===== src/rtl/elevator_pkg.sv =====
// Shared types and constants for the elevator controller and its call front end.
package elevator_pkg;

   localparam int NUM_FLOORS_DEF = 16;

   typedef enum logic {
      OB_EMPTY,
      OB_FULL
   } ob_state_e;

   function automatic int floor_w(input int n);
      return $clog2(n);
   endfunction

endpackage


===== src/rtl/rr_floor_arbiter.sv =====
// Combinational round-robin floor picker; search starts just above ptr_i.
module rr_floor_arbiter
   import elevator_pkg::*;
#(
   parameter  int NUM_FLOORS = NUM_FLOORS_DEF,
   localparam int FW         = floor_w(NUM_FLOORS)
) (
   input  logic [NUM_FLOORS-1:0] req_i,
   input  logic [FW-1:0]         ptr_i,
   output logic [FW-1:0]         grant_idx_o,
   output logic                  grant_valid_o
);

   logic [FW-1:0] idx;

   // Walk from lowest to highest priority so the nearest request wins.
   always_comb begin
      grant_idx_o   = '0;
      grant_valid_o = 1'b0;
      idx           = '0;
      for (int k = NUM_FLOORS; k >= 1; k--) begin
         idx = ptr_i + FW'(k);
         if (req_i[idx]) begin
            grant_idx_o   = idx;
            grant_valid_o = 1'b1;
         end
      end
   end

endmodule


===== src/rtl/hall_call_collector.sv =====
// Hall/cab call collector: dedups presses, lights lamps, offers floors round-robin.
// Optional HALL_CALL_STALE_REISSUE_EN re-offers floors left unserved by a watchdog.
module hall_call_collector
   import elevator_pkg::*;
#(
   parameter  int NUM_FLOORS      = NUM_FLOORS_DEF,
   parameter  int REISSUE_TIMEOUT = 1024,
   localparam int FW              = floor_w(NUM_FLOORS)
) (
   input  logic                  clk,
   input  logic                  reset,
   input  logic [NUM_FLOORS-1:0] btn_in,
   input  logic                  served_valid,
   input  logic [FW-1:0]         served_floor,
   output logic                  valid_out,
   output logic [FW-1:0]         floor_out,
   input  logic                  ready_in,
   output logic [NUM_FLOORS-1:0] lamp_out
);

   logic [NUM_FLOORS-1:0] btn_q, pending_q, pending_d;
   logic [NUM_FLOORS-1:0] issued_q, issued_d;
   logic [NUM_FLOORS-1:0] rise, served_oh, offer_oh, elig;
   logic [FW-1:0]         ptr_q, ptr_d, floor_q, floor_d;
   logic [FW-1:0]         arb_ptr, pick;
   logic                  pick_v, hs, stale;
   ob_state_e             state_q, state_d;

   assign valid_out = (state_q == OB_FULL);
   assign floor_out = floor_q;
   assign lamp_out  = pending_q;

   assign hs        = valid_out & ready_in;
   assign rise      = btn_in & ~btn_q;
   assign served_oh = served_valid ? (NUM_FLOORS'(1) << served_floor) : '0;
   assign offer_oh  = valid_out ? (NUM_FLOORS'(1) << floor_q) : '0;
   assign elig      = pending_q & ~issued_q & ~offer_oh;
   // On accept the next pick already searches past the accepted floor.
   assign arb_ptr   = hs ? floor_q : ptr_q;

   assign pending_d = (pending_q | rise) & ~served_oh;
   assign issued_d  = ((stale ? '0 : issued_q)
                      | (hs ? offer_oh : '0)) & ~served_oh;

   rr_floor_arbiter #(
      .NUM_FLOORS(NUM_FLOORS)
   ) u_arb (
      .req_i        (elig),
      .ptr_i        (arb_ptr),
      .grant_idx_o  (pick),
      .grant_valid_o(pick_v)
   );

`ifdef HALL_CALL_STALE_REISSUE_EN
   localparam int WDW = $clog2(REISSUE_TIMEOUT + 1);

   logic [WDW-1:0] wd_q, wd_d;

   assign stale = (wd_q == WDW'(REISSUE_TIMEOUT));

   always_comb begin
      wd_d = wd_q + WDW'(1);
      if (served_valid || issued_q == '0 || stale) begin
         wd_d = '0;
      end
   end

   always_ff @(posedge clk) begin
      if (reset) begin
         wd_q <= '0;
      end else begin
         wd_q <= wd_d;
      end
   end
`else
   assign stale = 1'b0;
`endif

   always_comb begin
      state_d = state_q;
      floor_d = floor_q;
      ptr_d   = hs ? floor_q : ptr_q;
      unique case (state_q)
         OB_EMPTY: begin
            if (pick_v) begin
               state_d = OB_FULL;
               floor_d = pick;
            end
         end
         OB_FULL: begin
            if (hs) begin
               if (pick_v) begin
                  floor_d = pick;
               end else begin
                  state_d = OB_EMPTY;
               end
            end
         end
         default: state_d = OB_EMPTY;
      endcase
   end

   always_ff @(posedge clk) begin
      if (reset) begin
         btn_q     <= '0;
         pending_q <= '0;
         issued_q  <= '0;
         ptr_q     <= '1;
         floor_q   <= '0;
         state_q   <= OB_EMPTY;
      end else begin
         btn_q     <= btn_in;
         pending_q <= pending_d;
         issued_q  <= issued_d;
         ptr_q     <= ptr_d;
         floor_q   <= floor_d;
         state_q   <= state_d;
      end
   end

endmodule


===== config.mk =====
export PLATFORM = sky130hd
export DESIGN_NAME = hall_call_collector
export DESIGN_NICKNAME = d
export VERILOG_FILES = /design/src/rtl/elevator_pkg.sv /design/src/rtl/rr_floor_arbiter.sv /design/src/rtl/hall_call_collector.sv
export SDC_FILE = /design/constraint.sdc
export NUM_CORES = 1
export LEC_CHECK = 0
export CAP_MARGIN = 20
export CORE_MARGIN = 3
export CORE_UTILIZATION = 45
export DETAILED_ROUTE_END_ITERATION = 12
export GPL_TIMING_DRIVEN = 0
export PLACE_DENSITY = 0.73
export SLEW_MARGIN = 10
export SYNTH_ARGS = -nofsm -noshare
export SYNTH_HDL_FRONTEND = slang
export SYNTH_SLANG_ARGS = --single-unit

===== constraint.sdc =====
create_clock -name clk -period 8.8 [get_ports clk]
set_input_delay 1.76 -clock clk [delete_from_list [all_inputs] [get_ports clk]]
set_output_delay 1.76 -clock clk [all_outputs]
set_load 0.1 [all_outputs]

======== Word level (Yosys, flattened, before mapping) ========
Index checks and enable logic that the tools add are counted.
operators by class
  add/sub/neg operators ................... 15
  magnitude comparators ................... 16
  equality and inequality tests ........... 1
  shift-type cells ........................ 2
  muxes and demuxes ....................... 74
  bitwise gates (word level) .............. 13
operators by type and width
  operator                count
  $and A16 B16 Y16        5
  $lt A4 B5 Y1 const B    16
  $mux W4                 19
  $bmux W1 S4             16
  $not A16 Y16            4
  $mux W16                3
  $mux W1                 34
  $add A4 B4 Y4 const B   8
  $or A16 B16 Y16         2
  $shl A1 B4 Y16 const A  2
  $add A4 B3 Y4 const B   4
  $add A4 B2 Y4 const B   2
  $pmux W4 S2             1
  $add A4 B1 Y4 const B   1
  $ne A2 B2 Y1 const B    1
  $pmux W1 S2             1
  $and A1 B1 Y1           1
  $not A1 Y1              1
word-level totals
  flip-flop bits (word level) ............. 57
  input bits .............................. 24
  output and inout bits ................... 21
  logic and storage cells ................. 127

======== Longest topological paths before layout ========
Gate-level depths: netlist of the first run.
  word-level depth ........................ 25
  mapped depth ............................ 17
  mapped depth without buffers ............ 15

======== Cells and area by module ========
From an unflattened synthesis of the first run, not the netlist that was laid out.
unflattened totals
  cell total of the unflattened synthesis .. 490
  area, all modules ....................... 4361.7 µm²
by module, submodules not included
  module               instances  cells an instance  area each (µm²)  sequential area each (µm²)
  hall_call_collector  1          249                2374.8           1141.1
  rr_floor_arbiter     1          241                1986.9           0.0

======== Worst setup path before layout of the first run ========
OpenSTA, ideal clock, no wires.
  kind .................................... input-to-reg
  from .................................... in ready_in
  to ...................................... reg floor_q[2] (netlist: floor_out[2])
  setup time .............................. 0.092 ns
  arrival ................................. 5.852 ns
  required time ........................... 8.708 ns
  path slack .............................. 2.855 ns
  stages on the path ...................... 17
  path buffers ............................ 5
  cells stage by stage .................... nand2_2 mux2i_1 clkbuf_1 clkbuf_1 clkbuf_1 ha_1 clkbuf_1 xnor2_1 buf_2 mux2_2 o22a_1 nand3_1 mux2_2 o21ai_0 a21oi_1 o31a_1 o32ai_1
on the way
  cells in the longest elaborated chain, start to end .. 23
  elaborated cells between the ends (all ways) .. 85
  those cells by class .................... 15 x add/sub; 1 x eq/ne; 68 x mux; 1 x bitwise
ends and longest elaborated chain
  item                                                             RTL line                                              source
  start: declaration                                               hall_call_collector.sv:17                             input logic ready_in,
  $and A1 B1 Y1 *                                                  hall_call_collector.sv:33                             assign hs = valid_out & ready_in;
  $mux W4                                                          --
  $add A4 B4 Y4 / $bmux W1 S4 (equally long branches)              rr_floor_arbiter.sv:22, rr_floor_arbiter.sv:23
  $bmux W1 S4 / $mux W1 (equally long branches)                    rr_floor_arbiter.sv:23                                if (req_i[idx]) begin
  $mux W1 (not written as such) / $mux W4 (equally long branches)  rr_floor_arbiter.sv:23
  $mux W4 / $mux W1 (equally long branches) (15 in a row)          rr_floor_arbiter.sv:23
  $mux W4                                                          hall_call_collector.sv:85, hall_call_collector.sv:92
  $mux W4                                                          hall_call_collector.sv:91                             if (hs) begin
  $pmux W4 S2                                                      hall_call_collector.sv:83                             unique case (state_q)
  end signal: assignment                                           hall_call_collector.sv:116                            floor_q <= floor_d;
  end: declaration                                                 hall_call_collector.sv:24                             logic [FW-1:0] ptr_q, ptr_d, floor_q, floor_d;
Every way passes the cells marked *; elsewhere a longest branch is shown, timed or not. The select of a mux whose other input is x is not followed.
A chain may end at the register's enable or synchronous reset.

======== Final worst setup path of the first run ========
Ends and elaborated chain as after synthesis.

==> results.yml, run 1 <==
yosys:
  ys_top_cells_by_count: "63 x sky130_fd_sc_hd__a21oi_1, 57 x sky130_fd_sc_hd__dfxtp_1, 47 x sky130_fd_sc_hd__nor2_1, 33 x sky130_fd_sc_hd__o21ai_0"
  mappedNetlistNets: 665
  asyncSetResetFlopFracSynth: 0
  syn_area_per_cell_sq_um: 7.908
  synth_top_cell_by_area: "sky130_fd_sc_hd__dfxtp_1"
  yosysUniqueCellTypes: 79
  synth.yosys.warnings: 0
  ys_dominant_reg_cell: "sky130_fd_sc_hd__dfxtp_1"
  yosys.cell_count.top_type: "sky130_fd_sc_hd__a21oi_1"
  synth_largest_type_area_fraction: 0.2276
  post_synth_main_area_contributors: "sky130_fd_sc_hd__dfxtp_1 23%, sky130_fd_sc_hd__a21oi_1 6.3%, sky130_fd_sc_hd__mux2i_1 6.2%"
  yosys_register_bits: 57
  synth_edf_count: 0
  post_synth_instance_area_sq_um: 5014
  synth_cells: 634
  synth_seq_area_share: 0.2276
die:
  dieHeight_um: 111.6
  fp.dieW_um: 111.6
  floorplan.core_area_sq_um: 10560
  dieArea_sq_um: 12440
  floorplan.io_pins: 45
  initial_core_util: 0.4750
  placementRows: 37
sta:
  final_max_slew_viol_count: 0
  fmax_mhz: 135.9
  skew_ns: 0.008061
  timing.final.crit_share: 0.8364
  finalSetupViolCount: 0
  rsz0062_at_grt: "false"
  hold_viol_final: 0
  timing_worst_slew_pin_value_ns: 1.138
  tns_ns: 0
  max-slew-margin-rel: 0.2336
  final_period_demand_of_the_worst_path_ns: 7.360
hold_path:
  worst_min_path_class: "flip-flop to flip-flop"
  timing.hold.worst.start: "issued_q[8]$_SDFF_PP0_"
  worstHoldEndpoint: "issued_q[8]$_SDFF_PP0_"
  hold_path_depth: 2
cells_and_area:
  design.final.nets: 722
  area_growth_syn_to_layout_pct: 16.32
  design_area_sq_um: 5832
  post_route_cells_drive_above_1_share: 0.1138
  diodes: 0
run_status:
  outcome: "complete, no violations"
clocking:
  cts_post_setup_buffers_inserted: 0
  cts.hold.buffers_added: 0
  h_tree_lvl_count: 3
  clk_transition_reported_paths_ns: 0.07
  numCtsBuffers: 9
  latest_clock_arrival_within_the_worst_skew_pair_ns: 0.34
  post_cts.resized_instances: 0
  cts_tree: "done"
  clock_tree.root_cell: "sky130_fd_sc_hd__clkbuf_8"
  clock_sink_count: 57
  clock_path_buffers: 2
setup_path:
  critPathTopFamily: "buffers and inverters"
  critical_path_arrival_ns: 7.60
  crit_path_frequent_cell: "sky130_fd_sc_hd__clkbuf_1"
  rr_worst_depth: 17
  setup.worst_path.end_class: "flip-flop"
  worstPathCellList: "clkdlybuf4s50_1 -> nand2_2 -> mux2i_1 -> clkbuf_1 -> clkbuf_1 -> clkbuf_1 -> ha_1 -> clkbuf_1 -> xnor2_1 -> buf_2 -> mux2_2 -> o22a_1 -> nand3_1 -> mux2_2 -> o21ai_0 -> a21oi_1 -> o31a_1 -> o32ai_1"
  crit_path_max_fanout: 13
  crit-reg2reg-launch: "valid_out$_SDFF_PP0_"
  timing.rr.end: "floor_out[2]$_SDFFE_PP0P_"
  data_required_time_of_the_worst_path_ns: 9.04
  critPathSlowestCell: "sky130_fd_sc_hd__clkdlybuf4s50_1"
  ff2ff_setup_slack_ns: 2.90
  critPathKind: "input port to flip-flop"
  number_of_buffer_and_inverter_stages_on_the_critical_path: 6
  cp_slowest_stage_delay_ns: 0.56
  critPathLaunchType: "input port"
routing:
  via_per_inst: 6.465
  via_count: 5366
  detail_route.first_pass.iterations: 5
  dr.first_iter.drc_count: 438
  remaining_drc_errors: 0
  ant_nets: 0
  wl_um: 17610
  post_drt_wl_per_cell_um: 21.21
global_route:
  grt_start_max_net_pins: 14
  grt_pass1_vias: 5064
  gr-total-overflow: 0
  grt_util_all_layers: 0.2742
  grt_antenna_before_repair: 0
  grt_first_pass_wirelength_um: 27650
placement:
  post_dp_cell_area_sq_um: 5634
  place.gp.congestion: 0.9858
  dpl_hpwl_um: 13670
  buffer_ports.inserted: 44
power_and_ir_drop:
  power.ir.vdd_worst_mv: 0.1721
  power.leakage_nw: 2.087
  powerDensity_nw_per_um2: 312.8
run:
  cap_viol_max_count: 0
==> routing by layer <==
metal	part of all wire	vias up	GRT usage
li1	-	2513	-
met1	0.39	2495	0.3370
met2	0.48	301	0.4660
met3	0.075	57	0.04457
met4	0.049	0	0.1330
met5	0	-	0
==> cell type report <==
| class | count | area [sq um] |
|---|---|---|
| well taps | 136 | 170.2 |
| inverters | 25 | 96.34 |
| fillers | 1000 | 4723 |
| plain buffers | 44 | 216.5 |
| multi-input cells | 508 | 3560 |
| clock inverters | 4 | 70.07 |
| repair buffers | 46 | 450.4 |
| flip-flops and latches | 57 | 1141 |
| clock buffers | 10 | 127.6 |
==> cell families after synthesis <==
| kind of cell | Yosys count | synth area share |
|---|---|---|
| compound gates | 221 | 0.2982 |
| simple gates | 199 | 0.2099 |
| buf+inv | 69 | 0.06239 |
| mux | 63 | 0.1515 |
| flops | 57 | 0.2276 |
| xor+xnor | 18 | 0.03294 |
| fa+ha+maj | 7 | 0.01747 |
==> power breakdown <==
part / internal, mW / switching (mW) / total (mW)
logic: 0.446 / 0.822 / 1.27
registers: 0.282 / 0.0184 / 0.300
clock network: 0.155 / 0.101 / 0.256
==> cell usage in the layout (no fill, tap or decap), types with 4 or more instances in the layout <==
cell type	instances
sky130_fd_sc_hd__a221oi_1	7
sky130_fd_sc_hd__inv_1	21
sky130_fd_sc_hd__nand2_1	31
sky130_fd_sc_hd__buf_2	10
sky130_fd_sc_hd__o22a_1	4
sky130_fd_sc_hd__ha_1	7
sky130_fd_sc_hd__a21oi_1	63
sky130_fd_sc_hd__clkdlybuf4s50_1	44
sky130_fd_sc_hd__o21ai_1	4
sky130_fd_sc_hd__and2_1	5
sky130_fd_sc_hd__nor4_1	5
sky130_fd_sc_hd__nor2_1	47
sky130_fd_sc_hd__and3_1	5
sky130_fd_sc_hd__xnor2_1	16
sky130_fd_sc_hd__mux4_2	6
sky130_fd_sc_hd__o211ai_1	7
sky130_fd_sc_hd__clkbuf_8	9
sky130_fd_sc_hd__mux2i_1	31
sky130_fd_sc_hd__a211oi_1	27
sky130_fd_sc_hd__nand3_1	9
sky130_fd_sc_hd__nand2b_1	24
sky130_fd_sc_hd__o21ai_0	32
sky130_fd_sc_hd__nor3_1	24
sky130_fd_sc_hd__mux2_2	22
sky130_fd_sc_hd__clkbuf_1	28
sky130_fd_sc_hd__nand4_1	8
sky130_fd_sc_hd__buf_4	5
sky130_fd_sc_hd__o2bb2ai_1	4
sky130_fd_sc_hd__dfxtp_1	57
sky130_fd_sc_hd__a22oi_1	5
sky130_fd_sc_hd__o22ai_1	9
sky130_fd_sc_hd__a31oi_1	14
sky130_fd_sc_hd__a311oi_1	9
sky130_fd_sc_hd__nor2b_1	21
==> metrics by stage <==
stage          power [mW]  hold slack [ns]  std cells  setup WS (ns)    util
2_1_floorplan       1.223           0.4875        634          2.855       -
3_3_place_gp        1.525           0.5025        814          1.214  0.5328
3_5_place_dp        1.531           0.5063        816          1.276  0.5338
4_1_cts             1.791           0.5144        830          1.577  0.5525
5_1_grt             1.921           0.5396        830          1.174  0.5525
6_report            1.824           0.5121        830          1.440  0.5525
==> worst reg2reg max path: cells and delay by family (launching register included) <==
kind / cells / cell delay [ns]
buffers and inverters: 5 / 2.21
AO/OA/AOI/OAI: 5 / 1.12
multiplexers: 3 / 0.96
flip-flops: 1 / 0.50
XOR/XNOR: 1 / 0.39
AND/OR/NAND/NOR: 2 / 0.35
adder cells (fa/ha/maj): 1 / 0.25
==> how the worst max path moves through the flow <==
stage,to,depth (start not counted),start
4_1_cts,floor_out[2]$_SDFFE_PP0P_,18,ready_in
3_5_place_dp,floor_out[2]$_SDFFE_PP0P_,18,ready_in
3_3_place_gp,floor_out[2]$_SDFFE_PP0P_,18,ready_in
2_1_floorplan,floor_out[2]$_SDFFE_PP0P_,17,ready_in
6_report,floor_out[2]$_SDFFE_PP0P_,18,ready_in
5_1_grt,floor_out[2]$_SDFFE_PP0P_,18,ready_in
==> sequential cells by signal, indices dropped and copies added (netlist names) <==
name / count
ptr_q: 4
btn_q: 16
issued_q: 16
valid_out: 1
floor_out: 4
lamp_out: 16
Note: power is estimated with default switching activity, not from simulation.
==> run 2: changes to the inputs <==
- clock period: 8.8 -> 7 ns (I/O delays scaled with it)
==> results.yml, run 2 (synthesis results as in run 1) <==
routing:
  remaining_drc_errors: 0
  detail_route.first_pass.iterations: 5
  via_count: 5371
  ant_nets: 0
  post_drt_wl_per_cell_um: 21.35
  wl_um: 17720
  dr.first_iter.drc_count: 475
  via_per_inst: 6.471
setup_path:
  crit_path_max_fanout: 13
  cp_slowest_stage_delay_ns: 0.72
  data_required_time_of_the_worst_path_ns: 7.25
  critical_path_arrival_ns: 6.84
  setup.worst_path.end_class: "flip-flop"
  number_of_buffer_and_inverter_stages_on_the_critical_path: 4
  critPathKind: "input port to flip-flop"
  worstPathCellList: "clkdlybuf4s50_1 -> nand2_2 -> mux2i_1 -> clkbuf_1 -> clkbuf_2 -> clkbuf_2 -> ha_1 -> o211ai_1 -> xnor2_1 -> mux2_2 -> o2bb2ai_1 -> nor2_1 -> nand2_1 -> o41ai_4 -> a221oi_1 -> a221oi_1"
  critPathSlowestCell: "sky130_fd_sc_hd__xnor2_1"
  critPathTopFamily: "buffers and inverters"
  critPathLaunchType: "input port"
global_route:
  gr-total-overflow: 0
  grt_antenna_before_repair: 0
  grt_busiest_layer: "met2"
  grt_start_max_net_pins: 14
  grt_first_pass_wirelength_um: 27650
  globalRouteMet2Util: 0.4660
  globalRouteMet1Util: 0.3370
  globalRouteMet3Util: 0.04457
  grt_pass1_vias: 5064
  grt_util_all_layers: 0.2742
run:
  cap_viol_max_count: 0
cells_and_area:
  area_growth_syn_to_layout_pct: 16.37
  ff_latch_area_sq_um: 1141
  post_route_cells_drive_above_1_share: 0.1167
  final_cell_count_without_fillers: 830
  design_area_sq_um: 5834
  multi_input_comb_area_sq_um: 3560
  most_common_library_cell_in_the_layout_ignoring_fill_and_taps: "sky130_fd_sc_hd__a21oi_1"
  num-fill-cells: 1003
  most-common-layout-cells: "63 x sky130_fd_sc_hd__a21oi_1, 57 x sky130_fd_sc_hd__dfxtp_1, 47 x sky130_fd_sc_hd__nor2_1, 44 x sky130_fd_sc_hd__clkdlybuf4s50_1, 32 x sky130_fd_sc_hd__o21ai_0"
  design.final.nets: 722
  diodes: 0
power_and_ir_drop:
  power.leakage_nw: 2.094
  report.power.total_mw: 2.301
  powerDensity_nw_per_um2: 394.4
  power.ir.vdd_worst_mv: 0.2184
clocking:
  clock_sink_count: 57
  latest_clock_arrival_within_the_worst_skew_pair_ns: 0.34
  h_tree_lvl_count: 3
  clock_tree.root_cell: "sky130_fd_sc_hd__clkbuf_8"
  cts_tree: "done"
  clk_transition_reported_paths_ns: 0.06
  clock_path_buffers: 2
  numCtsBuffers: 9
sta:
  max-slew-margin-rel: 0.2476
  timing_worst_slew_pin_value_ns: 1.117
  timing.final.crit_share: 0.9417
  final_max_slew_viol_count: 0
  setup_slack_ns: 0.4084
  final_period_demand_of_the_worst_path_ns: 6.592
  finalSetupViolCount: 0
  fmax_mhz: 151.7
  skew_ns: 0.007434
  hold_viol_final: 0
  rsz0062_at_grt: "false"
  tns_ns: 0
placement:
  placement.setup.worst_slack_ns: -0.1643
  buffer_ports.inserted: 44
  dpl_hpwl_um: 13670
  place.gp.congestion: 0.9858
  post_dp_cell_area_sq_um: 5634
  placed_cells: 816
die:
  fp.dieW_um: 111.6
  floorplan.io_pins: 45
  initial_core_util: 0.4750
  floorplan.core_area_sq_um: 10560
  dieHeight_um: 111.6
  dieArea_sq_um: 12440
  placementRows: 37
run_status:
  outcome: "complete, no violations"
hold_path:
  worst_min_path_class: "flip-flop to flip-flop"
-- run 2: cell types whose count changed in the layout (fill, tap and decap cells not counted) --
cell,previous run,this run
sky130_fd_sc_hd__clkbuf_1,28,26
sky130_fd_sc_hd__clkbuf_2,0,2
-- run 2: path summary, 6_finish.rpt --
| kind | from | to | slack (ns) | cells after the start |
|---|---|---|---|---|
| min | issued_q[8]$_SDFF_PP0_ | issued_q[8]$_SDFF_PP0_ | 0.51 | 2 |
| max reg2reg | valid_out$_SDFF_PP0_ | floor_out[1]$_SDFFE_PP0P_ | 1.51 | 15 |
| max | ready_in | floor_out[1]$_SDFFE_PP0P_ | 0.41 | 16 |
| min reg2reg | issued_q[8]$_SDFF_PP0_ | issued_q[8]$_SDFF_PP0_ | 0.51 | 2 |
-- run 2: what timing repair did --
item | CTS | global route
hold buffers | 0 | 0
resized for setup | 0 | 4
setup buffers | 0 | 0
hold endpoints to repair | 0 | 0
setup endpoints to repair | 0 | 4
-- run 2: tightest hold or removal path, stage by stage, from the launching register on --
cell and delay, ns:
sky130_fd_sc_hd__dfxtp_1 0.30, sky130_fd_sc_hd__a21oi_1 0.11, sky130_fd_sc_hd__a211oi_1 0.05
-- run 2: metal layers --
| layer | vias up | part of all wire | routed length, um |
|---|---|---|---|
| met5 | - | 0 | 0 |
| met4 | 0 | 0.047 | 835 |
| met3 | 51 | 0.071 | 1264 |
| met2 | 312 | 0.48 | 8460 |
| met1 | 2490 | 0.40 | 7163 |
| li1 | 2518 | - | - |
-- run 2: layout make-up --
| class | count | share of cell area |
|---|---|---|
| buffer | 44 | 0.03753 |
| clock buffer | 10 | 0.02187 |
| clock inverter | 4 | 0.01201 |
| inverter | 25 | 0.01651 |
| multi-input combinational | 508 | 0.6101 |
| sequential | 57 | 0.1956 |
| tap | 136 | 0.02917 |
| timing repair buffer | 46 | 0.07720 |
-- run 2: where the power goes --
part | switching, mW | internal (mW)
sequential | 0.0236 | 0.354
clock | 0.129 | 0.195
combinational | 1.04 | 0.562
total | 1.19 | 1.11
-- run 2: per-stage QoR --
step | hold WS, ns | utilization
3_3_place_gp | 0.5025 | 0.5328
6_report | 0.5122 | 0.5528
2_1_floorplan | 0.4875 | -
4_1_cts | 0.5144 | 0.5525
3_5_place_dp | 0.5063 | 0.5338
5_1_grt | 0.5396 | 0.5528
==> run 3: changes to the inputs <==
- PLACE_DENSITY: 0.73 -> 0.74
- REMOVE_ABC_BUFFERS: unset -> 1
- SYNTH_HIERARCHICAL: unset -> 1
==> results.yml, run 3 <==
run_status:
  outcome: "complete, no violations"
sta:
  timing_worst_slew_pin_value_ns: 0.9761
  rsz0062_at_grt: "false"
  max-slew-margin-rel: 0.3472
  hold_viol_final: 0
  final_max_slew_viol_count: 0
  tns_ns: 0
  fmax_mhz: 167.3
  final_period_demand_of_the_worst_path_ns: 5.976
  skew_ns: 0.005446
  timing.final.crit_share: 0.8537
  finalSetupViolCount: 0
global_route:
  grt_first_pass_wirelength_um: 18840
  grt_antenna_before_repair: 0
  grt_util_all_layers: 0.2085
  grt_pass1_vias: 3913
  gr-total-overflow: 0
  grt_start_max_net_pins: 32
clocking:
  cts_tree: "done"
  clock_sink_count: 57
  h_tree_lvl_count: 3
  numCtsBuffers: 9
  clock_tree.root_cell: "sky130_fd_sc_hd__clkbuf_8"
  latest_clock_arrival_within_the_worst_skew_pair_ns: 0.34
  post_cts.resized_instances: 0
  clk_transition_reported_paths_ns: 0.06
  cts_post_setup_buffers_inserted: 0
  clock_path_buffers: 2
  cts.hold.buffers_added: 0
cells_and_area:
  num-fill-cells: 886
  post-route-util: 0.5372
  diodes: 0
  design.final.nets: 546
  area_growth_syn_to_layout_pct: 14.89
  most-common-layout-cells: "57 x sky130_fd_sc_hd__dfxtp_1, 56 x sky130_fd_sc_hd__a21oi_1, 43 x sky130_fd_sc_hd__clkdlybuf4s50_1, 39 x sky130_fd_sc_hd__nand2_1, 28 x sky130_fd_sc_hd__nor2b_1"
  final_cell_count_without_fillers: 649
  post_route_cells_drive_above_1_share: 0.1173
  ff_latch_area_sq_um: 1141
  multi_input_comb_area_sq_um: 2930
  most_common_library_cell_in_the_layout_ignoring_fill_and_taps: "sky130_fd_sc_hd__dfxtp_1"
routing:
  via_per_inst: 6.072
  ant_nets: 0
  post_drt_wl_per_cell_um: 17.34
  remaining_drc_errors: 0
  wl_um: 11250
  via_count: 3941
  dr.first_iter.drc_count: 197
  detail_route.first_pass.iterations: 4
die:
  dieArea_sq_um: 10910
  dieHeight_um: 104.5
  floorplan.core_area_sq_um: 9328
  initial_core_util: 0.4676
  fp.dieW_um: 104.5
  floorplan.io_pins: 45
  placementRows: 35
yosys:
  ys_top_cells_by_count: "57 x sky130_fd_sc_hd__dfxtp_1, 56 x sky130_fd_sc_hd__a21oi_1, 39 x sky130_fd_sc_hd__nand2_1, 28 x sky130_fd_sc_hd__nor2b_1, 26 x sky130_fd_sc_hd__mux2i_1"
  synth_seq_area_share: 0.2616
  synth_largest_type_area_fraction: 0.2616
  synth_cells: 490
  yosysUniqueCellTypes: 70
  asyncSetResetFlopFracSynth: 0
  synth_top_cell_by_area: "sky130_fd_sc_hd__dfxtp_1"
  yosys.cell_count.top_type: "sky130_fd_sc_hd__dfxtp_1"
  synth_edf_count: 0
  syn_area_per_cell_sq_um: 8.901
  post_synth_main_area_contributors: "sky130_fd_sc_hd__dfxtp_1 26%, sky130_fd_sc_hd__mux4_2 10%, sky130_fd_sc_hd__a21oi_1 6.4%"
  synth.yosys.warnings: 6
  ys_dominant_reg_cell: "sky130_fd_sc_hd__dfxtp_1"
  post_synth_instance_area_sq_um: 4362
  yosys_register_bits: 57
setup_path:
  crit_path_frequent_cell: "sky130_fd_sc_hd__inv_1"
  setup.worst_path.end_class: "flip-flop"
  critPathLaunchType: "input port"
  crit_start: "ready_in"
  critPathSlowestCell: "sky130_fd_sc_hd__ha_1"
  critical_path_arrival_ns: 6.24
  crit-reg2reg-launch: "valid_out$_SDFF_PP0_"
  crit_path_max_fanout: 17
  data_required_time_of_the_worst_path_ns: 7.27
  worstPathCellList: "clkdlybuf4s50_1 -> nand2_2 -> mux2_4 -> inv_1 -> ha_1 -> mux4_1 -> mux2i_1 -> mux2_2 -> nand2_1 -> or3_1 -> nor4b_1 -> nand3_1 -> inv_1 -> o21ai_0 -> a21oi_1"
  cp_slowest_stage_delay_ns: 0.80
  critPathKind: "input port to flip-flop"
placement:
  buffer_ports.inserted: 44
  placed_cells: 632
  place.gp.congestion: 0.9533
  dpl_hpwl_um: 8358
power_and_ir_drop:
  report.power.total_mw: 1.962
  power.leakage_nw: 1.912
  powerDensity_nw_per_um2: 391.6
  power.ir.vdd_worst_mv: 0.1645
hold_path:
  timing.hold.worst.start: "issued_q[7]$_SDFF_PP0_"
  worst_min_path_class: "flip-flop to flip-flop"
run:
  cap_viol_max_count: 0
## run 3: power by group
group          total (mW)  internal [mW]  switching [mW]
clock               0.326          0.198           0.128
sequential          0.396          0.353          0.0427
combinational        1.24          0.487           0.753
total                1.96           1.04           0.924
## run 3: cell families after synthesis
group | share of synthesized area
DFF | 0.2616
buffers and inverters | 0.06655
AOI/OAI and AO/OA | 0.2238
and+or+nand+nor | 0.1905
adders and majority gates | 0.02008
muxes | 0.2120
xor gates and xnor gates | 0.02553
## run 3: routing by layer
metal | global-route usage | share of wire
met2 | 0.3464 | 0.48
met1 | 0.2704 | 0.44
met5 | 0 | 0
met3 | 0.02297 | 0.052
met4 | 0.09877 | 0.032
## run 3: final cells by class
| cell class | instances | share of cell area |
|---|---|---|
| multi-input combinational | 375 | 0.5848 |
| sequential | 57 | 0.2277 |
| timing repair buffer | 46 | 0.09388 |
| tap | 129 | 0.03221 |
| clock buffer | 10 | 0.02547 |
| inverter | 26 | 0.01948 |
| clock inverter | 6 | 0.01648 |
## run 3: worst paths after layout
kind	depth (start not counted)	end	slack (ns)
worst max-delay path	15	floor_out[1]$_SDFFE_PP0P_	1.02
worst min-delay path	2	issued_q[7]$_SDFF_PP0_	0.46
worst max register to register	14	floor_out[1]$_SDFFE_PP0P_	1.90
worst min register to register	2	issued_q[7]$_SDFF_PP0_	0.46
## run 3: critical path, delay by kind of cell
family	cells	cell delay, ns
muxes	4	1.61
and+or+nand+nor	5	1.15
buffers and inverters	3	1.00
adders and majority gates	1	0.80
AOI/OAI and AO/OA	2	0.27
## run 3: metrics by stage
step / setup WS, ns / hold WS (ns) / area, sq um
2_1_floorplan: 2.038 / 0.4280 / 4169
3_3_place_gp: 0.7697 / 0.4359 / 4771
5_1_grt: 0.5568 / 0.5014 / 5011
4_1_cts: 1.084 / 0.4616 / 5004
3_5_place_dp: 0.7531 / 0.4450 / 4793
6_report: 1.024 / 0.4606 / 5011
